--- config.mk ---
export PLATFORM = sky130hd
export DESIGN_NAME = stage_fifo
export DESIGN_NICKNAME = d
export VERILOG_FILES = /design/src/rtl/stage_fifo.sv
export SDC_FILE = /design/constraint.sdc
export NUM_CORES = 1
export LEC_CHECK = 0
export CORE_ASPECT_RATIO = 2
export CORE_MARGIN = 4
export CORE_UTILIZATION = 53
export CTS_CLUSTER_SIZE = 40
export DETAILED_ROUTE_END_ITERATION = 10
export HOLD_SLACK_MARGIN = 0.06
export PLACE_DENSITY = 0.82
export RECOVER_POWER = 100
export SLEW_MARGIN = 10
export SYNTH_ARGS = -nofsm -noshare
export SYNTH_HDL_FRONTEND = slang
export SYNTH_SLANG_ARGS = --single-unit
--- constraint.sdc ---
create_clock -name clk -period 3 [get_ports clk]
set_input_delay 0.6 -clock clk [delete_from_list [all_inputs] [get_ports clk]]
set_output_delay 0.6 -clock clk [all_outputs]
set_load 0.01 [all_outputs]
--- src/rtl/stage_fifo.sv ---
// Elastic stage buffer between two pipeline stages. Upstream hands off opcodes
// on ack, and downstream pulls the head entry with ack_in. Optionally drops NOPs.
module stage_fifo #(
   parameter  int WIDTH    = 8,
   parameter  int DEPTH    = 4,
   parameter  int DROP_NOP = 1,
   localparam int AW       = (DEPTH > 1) ? $clog2(DEPTH) : 1,
   localparam int CW       = $clog2(DEPTH + 1)
) (
   input  logic             clk,
   input  logic             reset,
   input  logic             flush,
   input  logic [WIDTH-1:0] operation_in,
   output logic             ack,
   output logic [WIDTH-1:0] operation,
   input  logic             ack_in,
   output logic [CW-1:0]    count,
   output logic             full,
   output logic             empty
);

   logic [WIDTH-1:0] mem_q [DEPTH];
   logic [AW-1:0]    rd_ptr_q, rd_ptr_d;
   logic [AW-1:0]    wr_ptr_q, wr_ptr_d;
   logic [CW-1:0]    count_q, count_d;

   logic accept;
   logic push;
   logic pop;

   // Handshake outputs depend on the registered count only.
   assign full   = (count_q == CW'(DEPTH));
   assign empty  = (count_q == '0);
   assign ack    = ~full;
   assign count  = count_q;

   assign accept = ack;
   assign push   = accept && ((DROP_NOP == 0) || (operation_in != '0));
   assign pop    = ack_in && !empty;

   // Masking with empty keeps stale or uninitialised storage off the output.
   assign operation = empty ? '0 : mem_q[rd_ptr_q];

   always_comb begin
      rd_ptr_d = rd_ptr_q;
      wr_ptr_d = wr_ptr_q;
      count_d  = count_q;
      if (flush) begin
         rd_ptr_d = '0;
         wr_ptr_d = '0;
         count_d  = '0;
      end else begin
         if (push) begin
            wr_ptr_d = wr_ptr_q + AW'(1);
         end
         if (pop) begin
            rd_ptr_d = rd_ptr_q + AW'(1);
         end
         case ({push, pop})
            2'b10:   count_d = count_q + CW'(1);
            2'b01:   count_d = count_q - CW'(1);
            default: count_d = count_q;
         endcase
      end
   end

   always_ff @(posedge clk or negedge reset) begin
      if (!reset) begin
         rd_ptr_q <= '0;
         wr_ptr_q <= '0;
         count_q  <= '0;
      end else begin
         rd_ptr_q <= rd_ptr_d;
         wr_ptr_q <= wr_ptr_d;
         count_q  <= count_d;
      end
   end

   // Storage has no reset; its contents only become visible once count covers them.
   always_ff @(posedge clk) begin
      if (push && !flush) begin
         mem_q[wr_ptr_q] <= operation_in;
      end
   end

endmodule

==> results.sh, run 1 <==
export IMPL_tritoncts="built"
export IMPL_clock_sinks=39
export IMPL_fp_dieH_um=89.94
export IMPL_antenna_left=0
export IMPL_htreeDepth=2
export IMPL_critical_path_buf_inv_count=1
export IMPL_fmax_ghz=0.3493
export IMPL_syn_area_um2=1779
export IMPL_drc=0
export IMPL_post_dp_hpwl_um=2483
export IMPL_wl_met3_um=132
export IMPL_p_clk_frac=0.193
export IMPL_p_leak_nw=0.7506
export IMPL_ys_async_sr_fraction=0.1795
export IMPL_root_buffer="clkbuf_8"
export IMPL_p_per_area_nw_per_um2=778.7
export IMPL_fin_crit_ps=2863
export IMPL_crit_chain="dlygate4sd3_1 -> nor4_4 -> a21oi_1 -> nor2_1 -> fa_1 -> or3b_1 -> a2bb2oi_1 -> a31o_2 -> a21oi_1"
export IMPL_grt_overflow_total=0
export IMPL_grt_max_degree=12
export IMPL_place_area_um2=2086
export IMPL_cp_max_fo=5
export IMPL_yosysTopAreaCellShare=0.5401
export IMPL_grt_first_pass_wirelength_um=5623
export IMPL_setup_viol=0
export IMPL_clk_latency_ps=280
export IMPL_viasPerCell=6.182
export IMPL_internal_power_mw=1.161
export IMPL_setup_ws_ps=137.5
export IMPL_synthToLayoutAreaGrowth_pct=20.32
export IMPL_wl_per_cell_um=19.81
export IMPL_crit_required_ps=3190
export IMPL_pre_cts_ws_ps=23.55
export IMPL_swShare=0.3035
export IMPL_wl_met1_um=1192
export IMPL_worst_path_max_delay_cell="dlygate4sd3_1"
export IMPL_cts_resized=0
export IMPL_route_met2_wl_um=1943
export IMPL_slew_violations=0
export IMPL_critPathCaptureType="flip-flop"
export IMPL_ys_warn_count=0
export IMPL_cts_setup_buffers=0
export IMPL_dr_pass1_iters=4
export IMPL_clock_skew_ps=2.837
export IMPL_ir_drop_mv=0.6047
export IMPL_p_comb_frac=0.359
export IMPL_drive_above_1_share=0.1367
export IMPL_cpMostUsedCell="a21oi_1"
export IMPL_top_layer_used="met4"
export IMPL_portBuffers=25
export IMPL_ys_ff_latch=39
export IMPL_gp_congestion=0.8707
export IMPL_num_nets_final=156
export IMPL_synth_most_common_cell="edfxtp_1"
export IMPL_diodes=0
export IMPL_p_sw_mw=0.5059
export IMPL_grt_setup_unrepaired="no"
export IMPL_grt_pass1_vias=1118
export IMPL_synthCells=106
export IMPL_cts_made_buffers=5
export IMPL_critical_path_class="in -> reg"
export IMPL_maxCapViolations=0
export IMPL_ys_types=35
export IMPL_io_pins=26
export IMPL_synth_nets=123
export IMPL_rows=29
export IMPL_synth_commonest_cells="32 x edfxtp_1, 9 x nor2b_1, 8 x mux4_2, 8 x nor2_1, 7 x dfrtp_1"
export IMPL_slew_headroom=0.5918
export IMPL_die_area_um2=4404
export IMPL_synth_top_flop_cell="edfxtp_1"
export IMPL_cp_top_family="compound AO/OA/AOI/OAI gates"
export IMPL_initial_utilization=0.5572
export IMPL_tns_ps=0
export IMPL_slowest_delay_ps=680
export IMPL_worstMarginPinSlew_ps=611.9
export IMPL_start_kind="input port"
export IMPL_seqPwrFrac=0.448
export IMPL_dp_cells=163
export IMPL_final_hold_violation_count=0
export IMPL_drt_iter0_drc=24
export IMPL_path_clk_slew_ps=70
export IMPL_holdBufCountCts=0
export IMPL_fin_crit_sh=0.9542
export IMPL_arrival_ps=3060
export IMPL_core_area_um2=3193
export IMPL_wl_um=3368
export IMPL_reg2reg_slack_ps=510
export IMPL_run_status="finished clean"
export IMPL_hp_class="reg -> reg"
export IMPL_clockBufferDepth=2
export IMPL_grt_use_total=0.1701
export IMPL_synthTopCellsByArea="edfxtp_1 54%, mux4_2 10%, dfrtp_1 9.8%"
export IMPL_vias=1051
export IMPL_fp_dieW_um=48.97
export IMPL_avgSynthCellArea_um2=16.78
export IMPL_yosysSeqAreaShare=0.6385
export IMPL_yosysTopAreaCell="edfxtp_1"
export IMPL_synth_edf_count=32
export IMPL_final_area_um2=2141
export IMPL_total_power_mw=1.667
export IMPL_stdcell_count=170
export IMPL_antenna_found_initial=0
-- metal layers --
layer / global-route usage / vias to the layer above
met5: 0 / -
met4: 0.1011 / 0
met3: 0.03311 / 10
met2: 0.3035 / 39
met1: 0.1752 / 529
li1: - / 473
-- sequential cells by signal, summed over array words and instances, names as in the netlist --
register and count:
count 3, mem_q 32, rd_ptr_q 2, wr_ptr_q 2
-- stage by stage --
step                hold slack [ps]  utilization
floorplan                     304.4            -
global placement              561.4       0.6532
detailed placement            575.0       0.6532
CTS                           588.4       0.6775
global route                  628.3       0.6705
finish                        592.0       0.6705
-- placed cells by master, fill, tap and decap left out, types with 2 or more instances in the layout --
cell type	netlist	routed
nor3b_1	1	2
dlygate4sd3_1	0	14
ha_1	4	4
nor2_1	8	8
inv_1	3	3
clkdlybuf4s50_1	0	11
xnor2_1	3	3
dfrtp_1	7	7
o21ai_0	2	2
a21oi_1	1	2
edfxtp_1	32	32
and2_1	4	2
clkbuf_8	0	5
clkbuf_1	1	2
and2_0	0	2
nor2b_1	9	9
nor4_4	2	2
buf_4	0	2
mux4_2	8	8
-- power by group through the flow --
stage / registers, mW / logic [mW] / clock network, mW
after floorplan: 0.724 / 0.369 / 0
after global placement: 0.760 / 0.612 / 0
after detailed placement: 0.767 / 0.626 / 0
after CTS: 0.756 / 0.631 / 0.334
after global routing: 0.762 / 0.659 / 0.350
final: 0.746 / 0.599 / 0.322
-- cells by family after synthesis --
kind of cell	synth area share
adders and majority gates	0.03938
xor gates and xnor gates	0.03235
DFF	0.6385
buffers and inverters	0.01335
and+or+nand+nor	0.1203
AOI/OAI and AO/OA	0.04924
muxes	0.1069
-- final timing paths --
kind,startpoint,end,cells past startpoint
max in group asynchronous,reset,wr_ptr_q[1],1
worst min register to register,wr_ptr_q[1],wr_ptr_q[1],2
worst min-delay path,wr_ptr_q[1],wr_ptr_q[1],2
worst max-delay path,operation_in[3],count[2],9
worst max register to register,count[1],count[2],7
min in group asynchronous,reset,count[1],1
-- tightest hold or removal path, delay by kind of cell (launching register included) --
family	cells	cell delay (ps)
DFF	1	390
and+or+nand+nor	1	80
muxes	1	90
-- cell type report --
| type | count | area [µm²] |
|---|---|---|
| Timing Repair Buffer | 29 | 272.8 |
| Fill cell | 234 | 1052 |
| Multi-Input combinational cell | 61 | 604.3 |
| Sequential cell | 39 | 1136 |
| Clock buffer | 5 | 68.82 |
| Inverter | 3 | 11.26 |
| Clock inverter | 2 | 8.758 |
| Tap cell | 31 | 38.79 |
(Power assumes the default switching activity.)
==> run 2: changes to the inputs <==
--- a/config.mk
+++ b/config.mk
@@ -7,13 +7,15 @@
 export LEC_CHECK = 0
 export CORE_ASPECT_RATIO = 2
 export CORE_MARGIN = 4
-export CORE_UTILIZATION = 53
+export CORE_UTILIZATION = 56
+export CTS_BUF_LIST = sky130_fd_sc_hd__clkbuf_4 sky130_fd_sc_hd__clkbuf_8
 export CTS_CLUSTER_SIZE = 40
 export DETAILED_ROUTE_END_ITERATION = 10
 export HOLD_SLACK_MARGIN = 0.06
-export PLACE_DENSITY = 0.82
+export PLACE_DENSITY = 0.86
 export RECOVER_POWER = 100
 export SLEW_MARGIN = 10
 export SYNTH_ARGS = -nofsm -noshare
 export SYNTH_HDL_FRONTEND = slang
 export SYNTH_SLANG_ARGS = --single-unit
+export TNS_END_PERCENT = 30
==> run 2 against run 1 <==
  * Register-to-register slack lost 70 ps
  * Clock power grew 30%
  * Critical path type is now reg -> out
  * Maximum frequency grew 2.5%
  * Utilization grew 4.8 points
  * Clock skew shrank 0.91 ps
  * Largest power group unchanged
  * Sequential cell count is the same
  * Cell count is the same
  * Die area shrank 4.7%
  * Sequential share of layout area shrank 0.58 points
==> results.sh, run 2 (synthesized netlist as in run 1, its figures left out) <==
export IMPL_maxCapViolations=0
export IMPL_drive_above_1_share=0.1500
export IMPL_slowest_delay_ps=690
export IMPL_initial_utilization=0.5905
export IMPL_grt_pass1_vias=1093
export IMPL_antenna_left=0
export IMPL_htreeDepth=2
export IMPL_fp_dieH_um=87.71
export IMPL_critPathCaptureType="output port"
export IMPL_final_hold_violation_count=0
export IMPL_setup_viol=0
export IMPL_path_clk_slew_ps=70
export IMPL_crit_required_ps=2400
export IMPL_hp_class="reg -> reg"
export IMPL_p_per_area_nw_per_um2=813.3
export IMPL_dr_pass1_iters=4
export IMPL_clk_latency_ps=280
export IMPL_grt_max_degree=13
export IMPL_portBuffers=25
export IMPL_largest_register="mem_q"
export IMPL_synthToLayoutAreaGrowth_pct=21.66
export IMPL_n_fill_cell=209
export IMPL_die_area_um2=4197
export IMPL_vias=1029
export IMPL_final_cell_mix="32 x edfxtp_1, 14 x dlygate4sd3_1, 11 x clkdlybuf4s50_1, 9 x nor2b_1"
export IMPL_p_leak_nw=0.7667
export IMPL_worst_path_max_delay_cell="dfrtp_1"
export IMPL_clock_skew_ps=1.928
export IMPL_core_area_um2=3013
export IMPL_io_pins=26
export IMPL_cts_setup_buffers=0
export IMPL_num_nets_final=156
export IMPL_crit_chain="mux4_2 -> nor2b_1 -> clkdlybuf4s50_1"
export IMPL_critical_path_class="reg -> out"
export IMPL_wl_um=3360
export IMPL_total_power_mw=1.760
export IMPL_viasPerCell=6.053
export IMPL_post_dp_hpwl_um=2330
export IMPL_arrival_ps=2190
export IMPL_drt_iter0_drc=38
export IMPL_clockBufferDepth=2
export IMPL_gp_congestion=0.8253
export IMPL_final_common_cell="edfxtp_1"
export IMPL_cp_max_fo=9
export IMPL_place_area_um2=2085
export IMPL_critical_path_buf_inv_count=1
export IMPL_wl_per_cell_um=19.76
export IMPL_fin_crit_ps=2792
export IMPL_grt_overflow_total=0
export IMPL_cts_made_buffers=5
export IMPL_start_kind="flip-flop"
export IMPL_holdBufCountCts=0
export IMPL_slew_headroom=0.6315
export IMPL_grt_setup_unrepaired="no"
export IMPL_clock_sinks=39
export IMPL_fmax_ghz=0.3581
export IMPL_rows=28
export IMPL_root_buffer="clkbuf_8"
export IMPL_fp_dieW_um=47.86
export IMPL_antenna_found_initial=0
export IMPL_dp_cells=162
export IMPL_fin_crit_sh=0.9308
export IMPL_grt_use_total=0.1895
export IMPL_tritoncts="built"
export IMPL_run_status="finished clean"
export IMPL_drc=0
export IMPL_tns_ps=0
export IMPL_cts_resized=0
export IMPL_final_area_um2=2165
export IMPL_diodes=0
export IMPL_worstMarginPinSlew_ps=552.7
export IMPL_slew_violations=0
export IMPL_stdcell_count=170
export IMPL_worst_hold_slack_ps=610.2
export IMPL_largest_reg_flops=32
export IMPL_ir_drop_mv=0.7551
export IMPL_cp_top_family="flip-flops"
export IMPL_grt_first_pass_wirelength_um=5368
==> run 2: cell types whose count changed in the layout (fill, tap and decap cells not counted), sizes merged <==
| cell | previous run | this run |
|---|---|---|
| bufinv | 0 | 1 |
==> run 2: path summary, 6_finish.rpt <==
check / depth (start not counted) / slack [ps] / endpoint / from
max: 3 / 210 / operation[1] / rd_ptr_q[0]
max in group asynchronous: 1 / 2110 / rd_ptr_q[0] / reset
min in group asynchronous: 1 / 650 / wr_ptr_q[1] / reset
max reg2reg: 7 / 440 / count[2] / count[1]
min: 2 / 610 / wr_ptr_q[1] / wr_ptr_q[1]
min reg2reg: 2 / 610 / wr_ptr_q[1] / wr_ptr_q[1]
==> run 2: layout make-up <==
class	instances	area [µm²]	share of cell area
clock buffers	5	68.82	0.03179
clock inverters	3	38.79	0.01792
inverters	3	11.26	0.005202
multi-input cells	61	599.3	0.2769
flip-flops and latches	39	1136	0.5249
well taps	30	37.54	0.01734
repair buffers	29	272.8	0.1260
==> run 2: metrics by stage <==
step | setup WS, ps | util
floorplan | 604.8 | -
global placement | 181.8 | 0.6919
detailed placement | 40.98 | 0.6919
CTS | 178.7 | 0.7276
global route | 70.31 | 0.7184
finish | 207.7 | 0.7184
==> run 2: metal layers <==
metal / vias to the layer above / track usage / routed length [µm]
met2: 38 / 0.3269 / 1929
met4: 0 / 0.09559 / 88
li1: 474 / - / -
met3: 9 / 0.04115 / 133
met1: 508 / 0.2031 / 1209
met5: - / 0 / 0
==> run 2: worst reg2reg max path: stages, from the launching register on <==
cell and delay [ps]:
dfrtp_1 500, o31ai_1 520, nor2_1 140, fa_1 410, or3b_1 380, a2bb2oi_1 140, a31o_2 250, a21oi_1 140
==> run 2: power breakdown <==
group          leakage (nW)  internal, mW  switching [mW]  total (mW)
Combinational         0.325         0.348           0.249       0.597
Sequential            0.386         0.658          0.0886       0.747
Clock                0.0556         0.243           0.173       0.417
Total                 0.767          1.25           0.511        1.76
==> run 3: changes to the inputs <==
--- a/config.mk
+++ b/config.mk
@@ -8,12 +8,12 @@
 export CORE_ASPECT_RATIO = 2
 export CORE_MARGIN = 4
 export CORE_UTILIZATION = 56
-export CTS_BUF_LIST = sky130_fd_sc_hd__clkbuf_4 sky130_fd_sc_hd__clkbuf_8
-export CTS_CLUSTER_SIZE = 40
+export CTS_BUF_LIST = sky130_fd_sc_hd__clkbuf_8
 export DETAILED_ROUTE_END_ITERATION = 10
 export HOLD_SLACK_MARGIN = 0.06
 export PLACE_DENSITY = 0.86
 export RECOVER_POWER = 100
+export SETUP_SLACK_MARGIN = 0.05
 export SLEW_MARGIN = 10
 export SYNTH_ARGS = -nofsm -noshare
 export SYNTH_HDL_FRONTEND = slang
==> results of run 3 <==
Final layout, timing and power as in run 2 (identical DEF).
